--- config.mk ---
export PLATFORM = sky130hd
export DESIGN_NAME = axi_llc_burst_write_unit
export DESIGN_NICKNAME = d
export VERILOG_FILES = /design/src/rtl/axi_llc_burst_write_unit_pkg.sv /design/src/rtl/axi_llc_burst_addr_gen.sv /design/src/rtl/axi_llc_burst_write_unit_fifo.sv /design/src/rtl/axi_llc_burst_write_unit.sv
export SDC_FILE = /design/constraint.sdc
export NUM_CORES = 1
export LEC_CHECK = 0
export CORE_AREA = 2 2 213 215
export DETAILED_ROUTE_END_ITERATION = 16
export DIE_AREA = 0 0 215 217
export GPL_TIMING_DRIVEN = 0
export HOLD_SLACK_MARGIN = 0.03
export PLACE_DENSITY = 0.74
export SLEW_MARGIN = 20
export SYNTH_ARGS = -nofsm -noshare
export SYNTH_HDL_FRONTEND = slang
export SYNTH_SLANG_ARGS = --single-unit
--- constraint.sdc ---
create_clock -name clk_i -period 9.13 [get_ports clk_i]
set_input_delay 2.739 -clock clk_i [delete_from_list [all_inputs] [get_ports clk_i]]
set_output_delay 2.739 -clock clk_i [all_outputs]
set_load 0.05 [all_outputs]
--- src/rtl/axi_llc_burst_write_unit_pkg.sv ---
// rtl/axi_llc_burst_write_unit_pkg.sv - types, defaults and burst arithmetic for the LLC write unit
package axi_llc_burst_write_unit_pkg;
    localparam int unsigned AddrWidthFull        = 32;
    localparam int unsigned IdWidth              = 4;
    localparam int unsigned DataWidth            = 64;
    localparam int unsigned StrbWidth            = DataWidth / 8;
    localparam int unsigned SetAssociativity     = 4;
    localparam int unsigned ByteOffsetLength     = 3;
    localparam int unsigned BlockOffsetLength    = 3;
    localparam int unsigned IndexLength          = 8;
    localparam int unsigned LineOffset           = ByteOffsetLength + BlockOffsetLength;
    localparam int unsigned WChanBufferDepth     = 4;
    localparam int unsigned DefaultDescFifoDepth = 2;
    localparam int unsigned DefaultBFifoDepth    = 2;

    typedef logic [AddrWidthFull-1:0] addr_t;
    typedef logic [1:0]               resp_t;
    localparam resp_t RESP_OKAY   = 2'b00;
    localparam resp_t RESP_EXOKAY = 2'b01;
    localparam resp_t RESP_SLVERR = 2'b10;
    localparam resp_t RESP_DECERR = 2'b11;

    typedef enum logic [1:0] {BURST_FIXED = 2'b00, BURST_INCR = 2'b01, BURST_WRAP = 2'b10} burst_t;
    typedef enum logic [1:0] {EvictUnit, RefilUnit, WChanUnit, RChanUnit} cache_unit_e;

    typedef struct packed {
        logic [IdWidth-1:0]          a_x_id;
        addr_t                       a_x_addr;
        logic [7:0]                  a_x_len;
        logic [2:0]                  a_x_size;
        burst_t                      a_x_burst;
        resp_t                       x_resp;
        logic                        x_last;
        logic [SetAssociativity-1:0] way_ind;
    } desc_t;

    typedef struct packed {
        logic [DataWidth-1:0] data;
        logic [StrbWidth-1:0] strb;
    } w_chan_t;

    typedef struct packed {
        logic [IdWidth-1:0] id;
        resp_t              resp;
    } b_chan_t;

    typedef struct packed {
        logic [IndexLength-1:0]      index;
        logic [SetAssociativity-1:0] way_ind;
    } lock_t;

    typedef struct packed {
        cache_unit_e                  cache_unit;
        logic                         we;
        logic [SetAssociativity-1:0]  way_ind;
        addr_t                        addr;
        logic [IndexLength-1:0]       line_addr;
        logic [BlockOffsetLength-1:0] blk_offset;
        logic [DataWidth-1:0]         data;
        logic [StrbWidth-1:0]         strb;
    } way_inp_t;

    // Numeric AXI encoding orders severity: OKAY < EXOKAY < SLVERR < DECERR.
    function automatic resp_t merge_resp(resp_t a, resp_t b);
        return (a > b) ? a : b;
    endfunction

    function automatic addr_t incr_next_addr(addr_t addr, logic [2:0] size);
        addr_t bytes;
        bytes = addr_t'(1) << size;
        return (addr + bytes) & ~(bytes - addr_t'(1));
    endfunction

    // len is the burst length captured at descriptor load, not the running count.
    function automatic addr_t wrap_next_addr(addr_t addr, logic [2:0] size, logic [7:0] len);
        addr_t bytes, wrap_len;
        bytes    = addr_t'(1) << size;
        wrap_len = (addr_t'(len) + addr_t'(1)) << size;
        return (addr & ~(wrap_len - addr_t'(1))) | ((addr + bytes) & (wrap_len - addr_t'(1)));
    endfunction
endpackage

--- src/rtl/axi_llc_burst_addr_gen.sv ---
// rtl/axi_llc_burst_addr_gen.sv - per-beat AXI burst address and remaining-length tracker
module axi_llc_burst_addr_gen
    import axi_llc_burst_write_unit_pkg::*;
(
    input  logic       clk_i,
    input  logic       rst_ni,
    input  logic       load_i,
    input  logic       next_i,
    input  addr_t      addr_i,
    input  logic [7:0] len_i,
    input  logic [2:0] size_i,
    input  burst_t     burst_i,
    output addr_t      addr_o,
    output logic       last_o
);
    addr_t      addr_q, addr_next;
    logic [7:0] len_q, len_init_q;
    logic [2:0] size_q;
    burst_t     burst_q;

    assign addr_o = addr_q;
    assign last_o = (len_q == 8'd0);

    always_comb begin
        addr_next = addr_q;
        case (burst_q)
            BURST_INCR: addr_next = incr_next_addr(addr_q, size_q);
            BURST_WRAP: addr_next = wrap_next_addr(addr_q, size_q, len_init_q);
            default:    addr_next = addr_q;
        endcase
    end

    always_ff @(posedge clk_i or negedge rst_ni) begin
        if (!rst_ni) begin
            addr_q     <= '0;
            len_q      <= '0;
            len_init_q <= '0;
            size_q     <= '0;
            burst_q    <= BURST_FIXED;
        end else if (load_i) begin
            addr_q     <= addr_i;
            len_q      <= len_i;
            len_init_q <= len_i;
            size_q     <= size_i;
            burst_q    <= burst_i;
        end else if (next_i) begin
            addr_q <= addr_next;
            len_q  <= len_q - 8'd1;
        end
    end
endmodule

--- src/rtl/axi_llc_burst_write_unit_fifo.sv ---
// rtl/axi_llc_burst_write_unit_fifo.sv - non-fall-through stream FIFO for descriptors, W beats and B responses
module axi_llc_burst_write_unit_fifo #(
    parameter int unsigned Depth = 2,
    parameter type         T     = logic
) (
    input  logic clk_i,
    input  logic rst_ni,
    input  logic test_i,
    input  T     data_i,
    input  logic valid_i,
    output logic ready_o,
    output T     data_o,
    output logic valid_o,
    input  logic ready_i
);
    localparam int unsigned PtrW = (Depth > 1) ? $clog2(Depth) : 1;
    typedef logic [PtrW-1:0] ptr_t;
    typedef logic [PtrW:0]   cnt_t;

    T     mem [Depth];
    ptr_t rd_q, wr_q;
    cnt_t cnt_q;
    logic alive_q, push, pop, test_unused;

    assign test_unused = test_i;
    // ready stays low while in reset and for the first cycle after it
    assign ready_o = alive_q && (32'(cnt_q) != Depth);
    assign valid_o = (cnt_q != '0);
    assign data_o  = mem[rd_q];
    assign push    = valid_i && ready_o;
    assign pop     = valid_o && ready_i;

    always_ff @(posedge clk_i) begin
        if (push) mem[wr_q] <= data_i;
    end

    always_ff @(posedge clk_i or negedge rst_ni) begin
        if (!rst_ni) begin
            rd_q    <= '0;
            wr_q    <= '0;
            cnt_q   <= '0;
            alive_q <= 1'b0;
        end else begin
            alive_q <= 1'b1;
            if (push) wr_q <= (32'(wr_q) == Depth - 1) ? '0 : wr_q + ptr_t'(1);
            if (pop)  rd_q <= (32'(rd_q) == Depth - 1) ? '0 : rd_q + ptr_t'(1);
            case ({push, pop})
                2'b10:   cnt_q <= cnt_q + cnt_t'(1);
                2'b01:   cnt_q <= cnt_q - cnt_t'(1);
                default: cnt_q <= cnt_q;
            endcase
        end
    end
endmodule

--- src/rtl/axi_llc_burst_write_unit.sv ---
// rtl/axi_llc_burst_write_unit.sv - LLC write unit: streams buffered W beats to the data ways per descriptor
module axi_llc_burst_write_unit
    import axi_llc_burst_write_unit_pkg::*;
#(
    parameter int unsigned WBufDepth     = WChanBufferDepth,
    parameter int unsigned DescFifoDepth = DefaultDescFifoDepth,
    parameter int unsigned BFifoDepth    = DefaultBFifoDepth,
    parameter bit          SkipEmptyStrb = 1'b1
) (
    input  logic     clk_i,
    input  logic     rst_ni,
    input  logic     test_i,
    input  desc_t    desc_i,
    input  logic     desc_valid_i,
    output logic     desc_ready_o,
    input  w_chan_t  w_chan_slv_i,
    input  logic     w_chan_valid_i,
    output logic     w_chan_ready_o,
    output b_chan_t  b_chan_slv_o,
    output logic     b_chan_valid_o,
    input  logic     b_chan_ready_i,
    output way_inp_t way_inp_o,
    output logic     way_inp_valid_o,
    input  logic     way_inp_ready_i,
    output lock_t    w_unlock_o,
    output logic     w_unlock_req_o,
    input  logic     w_unlock_gnt_i,
    output logic     busy_o
);
    desc_t   desc_head;
    w_chan_t w_head;
    b_chan_t b_push_data;
    addr_t   cur_addr;
    logic    desc_head_valid, desc_pop, w_valid, w_pop, b_push, b_push_ready;
    logic    beat_last, skip, need_b, can_go, desc_done;

    logic                        active_q, x_last_q;
    logic [IdWidth-1:0]          id_q;
    resp_t                       resp_q, merged_q;
    logic [SetAssociativity-1:0] way_q;
    logic [IndexLength-1:0]      idx_q;

    axi_llc_burst_write_unit_fifo #(.Depth(DescFifoDepth), .T(desc_t)) u_desc_fifo (
        .clk_i, .rst_ni, .test_i,
        .data_i(desc_i), .valid_i(desc_valid_i), .ready_o(desc_ready_o),
        .data_o(desc_head), .valid_o(desc_head_valid), .ready_i(desc_pop)
    );

    axi_llc_burst_write_unit_fifo #(.Depth(WBufDepth), .T(w_chan_t)) u_w_fifo (
        .clk_i, .rst_ni, .test_i,
        .data_i(w_chan_slv_i), .valid_i(w_chan_valid_i), .ready_o(w_chan_ready_o),
        .data_o(w_head), .valid_o(w_valid), .ready_i(w_pop)
    );

    axi_llc_burst_write_unit_fifo #(.Depth(BFifoDepth), .T(b_chan_t)) u_b_fifo (
        .clk_i, .rst_ni, .test_i,
        .data_i(b_push_data), .valid_i(b_push), .ready_o(b_push_ready),
        .data_o(b_chan_slv_o), .valid_o(b_chan_valid_o), .ready_i(b_chan_ready_i)
    );

    axi_llc_burst_addr_gen u_addr_gen (
        .clk_i, .rst_ni,
        .load_i(desc_pop), .next_i(w_pop),
        .addr_i(desc_head.a_x_addr), .len_i(desc_head.a_x_len),
        .size_i(desc_head.a_x_size), .burst_i(desc_head.a_x_burst),
        .addr_o(cur_addr), .last_o(beat_last)
    );

    // Only the closing beat of an x_last descriptor needs B FIFO space.
    assign skip            = resp_q[1] || (SkipEmptyStrb && (w_head.strb == '0));
    assign need_b          = beat_last && x_last_q;
    assign can_go          = active_q && w_unlock_gnt_i && w_valid && (!need_b || b_push_ready);
    assign way_inp_valid_o = can_go && !skip;
    assign w_pop           = can_go && (skip || way_inp_ready_i);
    assign desc_done       = w_pop && beat_last;
    assign desc_pop        = desc_head_valid && (!active_q || desc_done);
    assign b_push          = desc_done && x_last_q;
    assign b_push_data     = '{id: id_q, resp: merge_resp(merged_q, resp_q)};
    assign busy_o          = active_q || desc_head_valid || b_chan_valid_o;

    always_comb begin
        way_inp_o            = '0;
        way_inp_o.cache_unit = WChanUnit;
        way_inp_o.we         = 1'b1;
        way_inp_o.way_ind    = way_q;
        way_inp_o.addr       = cur_addr;
        way_inp_o.line_addr  = cur_addr[LineOffset +: IndexLength];
        way_inp_o.blk_offset = cur_addr[ByteOffsetLength +: BlockOffsetLength];
        way_inp_o.data       = w_head.data;
        way_inp_o.strb       = w_head.strb;
    end

    always_ff @(posedge clk_i or negedge rst_ni) begin
        if (!rst_ni) begin
            active_q       <= 1'b0;
            x_last_q       <= 1'b0;
            id_q           <= '0;
            resp_q         <= RESP_OKAY;
            merged_q       <= RESP_OKAY;
            way_q          <= '0;
            idx_q          <= '0;
            w_unlock_req_o <= 1'b0;
            w_unlock_o     <= '0;
        end else begin
            w_unlock_req_o <= desc_done;
            if (desc_done) begin
                w_unlock_o <= '{index: idx_q, way_ind: way_q};
                merged_q   <= x_last_q ? RESP_OKAY : merge_resp(merged_q, resp_q);
            end
            if (desc_pop) begin
                active_q <= 1'b1;
                x_last_q <= desc_head.x_last;
                id_q     <= desc_head.a_x_id;
                resp_q   <= desc_head.x_resp;
                way_q    <= desc_head.way_ind;
                idx_q    <= desc_head.a_x_addr[LineOffset +: IndexLength];
            end else if (desc_done) begin
                active_q <= 1'b0;
            end
        end
    end
endmodule

==> results.ini, run 1 <==
[run_status]
outcome=completed

[layout]
final_cells=2429
layout.cells.most_common=edfxtp_1
drive_above_1_share_pct=13.5
final_cell_mix=412 x edfxtp_1, 276 x clkdlybuf4s50_1, 120 x nand2_1, 104 x dfrtp_1, 76 x nor2_1
fin_util_pct=61.3
nets=1948
area_growth_pct=24.8

[placement]
portBuffers=277
post-place-cells=2330
gp_congestion=0.926
hpwlAfterDp_um=40500

[floorplanning]
fp.dieH_um=217
io_pins=282
coreArea_mm2=0.0447
fp-row-count=78
die_area_mm2=0.0467
die_x_um=215
start_util_pct=49.2

[drt]
wl_met1_um=23400
ant_nets=0
drtPass1Iterations=6
drt-initial-drc-count=1210
wl_met2_um=27900
drc_errors=0
viasPerCell=5.69
top_layer_used=met5
drt-total-wl_um=57300
wl_met3_um=4810
avgRoutedWirePerCell_um=23.6
vias=13815

[timing]
tightest_slew_ns=1.13
post-route-min-period_ns=7.66
setup_viol=0
fin_hold_ws_ns=0.474
finalCritPeriodShare_pct=83.9
grt_setup_unrepaired=no
setup_tns_ns=0
fmax_mhz=130
fin_skew_ns=0.0278
slew_headroom_pct=24.9
finalHoldViolCount=0
report.final.slew_viol_count=0

[clock_tree]
cts_tree=built
clk_latency_ns=0.61
cts_made_buffers=51
clockBufferDepth=3
htreeDepth=2
cts_root_buf=clkbuf_16
cts_setup_buffers=0
ctsResizeCount=0
clkSinkCount=516
hold_buffers=0
clkTransAtPathRegs_ns=0.06

[worst_hold_path]
hold_path_class=flip-flop to flip-flop

[grt]
grt_pass1_wl_um=86700
grt.overflow.total=0
grt_pass1_vias=14034
grtUsageTotal_pct=24.7
antenna_found_initial=6
grt_max_degree=61

[critical_path]
start_kind=primary input
crit_arrival_ns=4.92
critPathMaxFanout=4
path_class=primary input to output port
end_kind=output port
crit_required_ns=6.39

[logic_synthesis]
synth_cells=1443
synth_enable_flop_cells=412
synth_ff_type=edfxtp_1
ys_ff_latch=516
synth_area_mm2=0.0220
ys_types=93
async_flop_share_pct=20.2
syn_area_per_cell_um2=15.2
synth_warnings=0
ys_seq_area_share_pct=68.2

[power_and_ir_drop]
p_leak_uw=0.00985
power.total_uw=9260
vdd_drop_max_mv=0.229
powerDensity_mw_per_mm2=338

[job]
drv_cap=0

-- kinds of logic after synthesis --
group	share of synthesized area [%]
AO/OA/AOI/OAI	7.43
XOR/XNOR	1.83
multiplexers	10.2
AND/OR/NAND/NOR	8.22
adder cells (fa/ha/maj)	1.72
buffers and inverters	2.43
flip-flops	68.2
other	0.0342
-- state kept, by name, indices dropped and copies added, names as in the netlist, 4 cells and up, named ones only --
register / flops
id_q: 4
way_q: 4
u_addr_gen.len_q: 8
idx_q: 8
w_unlock_o: 12
u_desc_fifo.mem: 112
u_b_fifo.mem: 12
u_w_fifo.mem: 288
u_addr_gen.len_init_q: 8
-- metal layers --
layer	vias to the layer above	GRT usage, %
met5	-	0
met4	6	6.78
met3	77	6.69
met2	491	40.6
met1	7007	32.7
li1	6234	-
-- final cells by class --
type	count	area, µm²
repair buffers	285	2950
fillers	3401	17300
inverters	37	139
diodes	3	7.51
multi-input cells	812	6500
plain buffers	80	394
flip-flops and latches	516	15000
well taps	600	751
clock buffers	65	1370
clock inverters	31	322
-- worst paths after layout --
| kind | startpoint | endpoint | slack [ns] | depth (start not counted) |
|---|---|---|---|---|
| max in group asynchronous | rst_ni | u_addr_gen.size_q[1] | 6.39 | 2 |
| worst max register to register | u_w_fifo.rd_q[0] | u_b_fifo.mem[1][5] | 4.40 | 9 |
| min in group asynchronous | rst_ni | id_q[0] | 2.06 | 1 |
| worst min register to register | idx_q[2] | w_unlock_o[6] | 0.47 | 2 |
| worst min-delay path | idx_q[2] | w_unlock_o[6] | 0.47 | 2 |
| worst max-delay path | w_unlock_gnt_i | way_inp_valid_o | 1.47 | 5 |
-- critical path, stage by stage --
cell and delay, ns:
clkdlybuf4s50_1 0.48, o311a_1 0.19, o21ai_0 0.26, a211oi_1 0.37, clkdlybuf4s50_1 0.88
-- power breakdown --
part           total, µW  switching, µW  internal [µW]  leakage [µW]
logic               3990           2560           1430       0.00404
registers           3180            247           2940       0.00498
clock network       2090            900           1190      0.000837
total               9260           3700           5560       0.00985
-- synthesized netlist by cell type, types with 8 or more instances --
library cell / n / area (µm²)
edfxtp_1: 412 / 12400
nand2_1: 120 / 450
dfrtp_1: 104 / 2600
nor2_1: 77 / 289
mux4_2: 72 / 1620
o21ai_0: 58 / 290
a21oi_1: 48 / 240
mux2i_1: 41 / 410
clkbuf_1: 36 / 135
inv_1: 36 / 135
a211oi_1: 28 / 210
ha_1: 27 / 338
nand3_1: 26 / 130
nor3_1: 26 / 130
xnor2_1: 26 / 228
nor2b_1: 23 / 144
xor2_1: 20 / 175
and3_1: 19 / 119
mux2_2: 17 / 191
buf_4: 16 / 120
buf_2: 15 / 75.1
a21o_1: 12 / 90.1
a31oi_1: 12 / 75.1
o211ai_1: 12 / 90.1
buf_1: 11 / 41.3
o22ai_1: 10 / 62.6
nand2b_1: 8 / 50.1
nand4_1: 8 / 50.1
nor4_1: 8 / 50.1
-- per-stage QoR --
stage | instance area (µm²) | setup slack [ns]
finish | 27400 | 1.47
global route | 27400 | 1.40
CTS | 27400 | 1.45
detailed placement | 25700 | 1.45
global placement | 25500 | 0.962
floorplan | 22000 | 2.14
No activity file was read; power rests on OpenSTA's default activity.
==> inputs of run 2 (changes only) <==
==> constraint.sdc (replaced) <==
create_clock -name clk_i -period 7.3 [get_ports clk_i]
set_input_delay 2.19 -clock clk_i [delete_from_list [all_inputs] [get_ports clk_i]]
set_output_delay 2.19 -clock clk_i [all_outputs]
set_load 0.05 [all_outputs]
==> results of run 2 <==
The final DEF is identical to that of run 1. Status: completed.
Main changes from that run: setup slack after placement 1.45 ns -> 0.718 ns; setup slack after layout 1.47 ns -> 0.735 ns; register-to-register setup slack 4.40 ns -> 2.57 ns; total power 9260 µW -> 11600 µW; worst IR drop on VDD 0.229 mV -> 0.286 mV
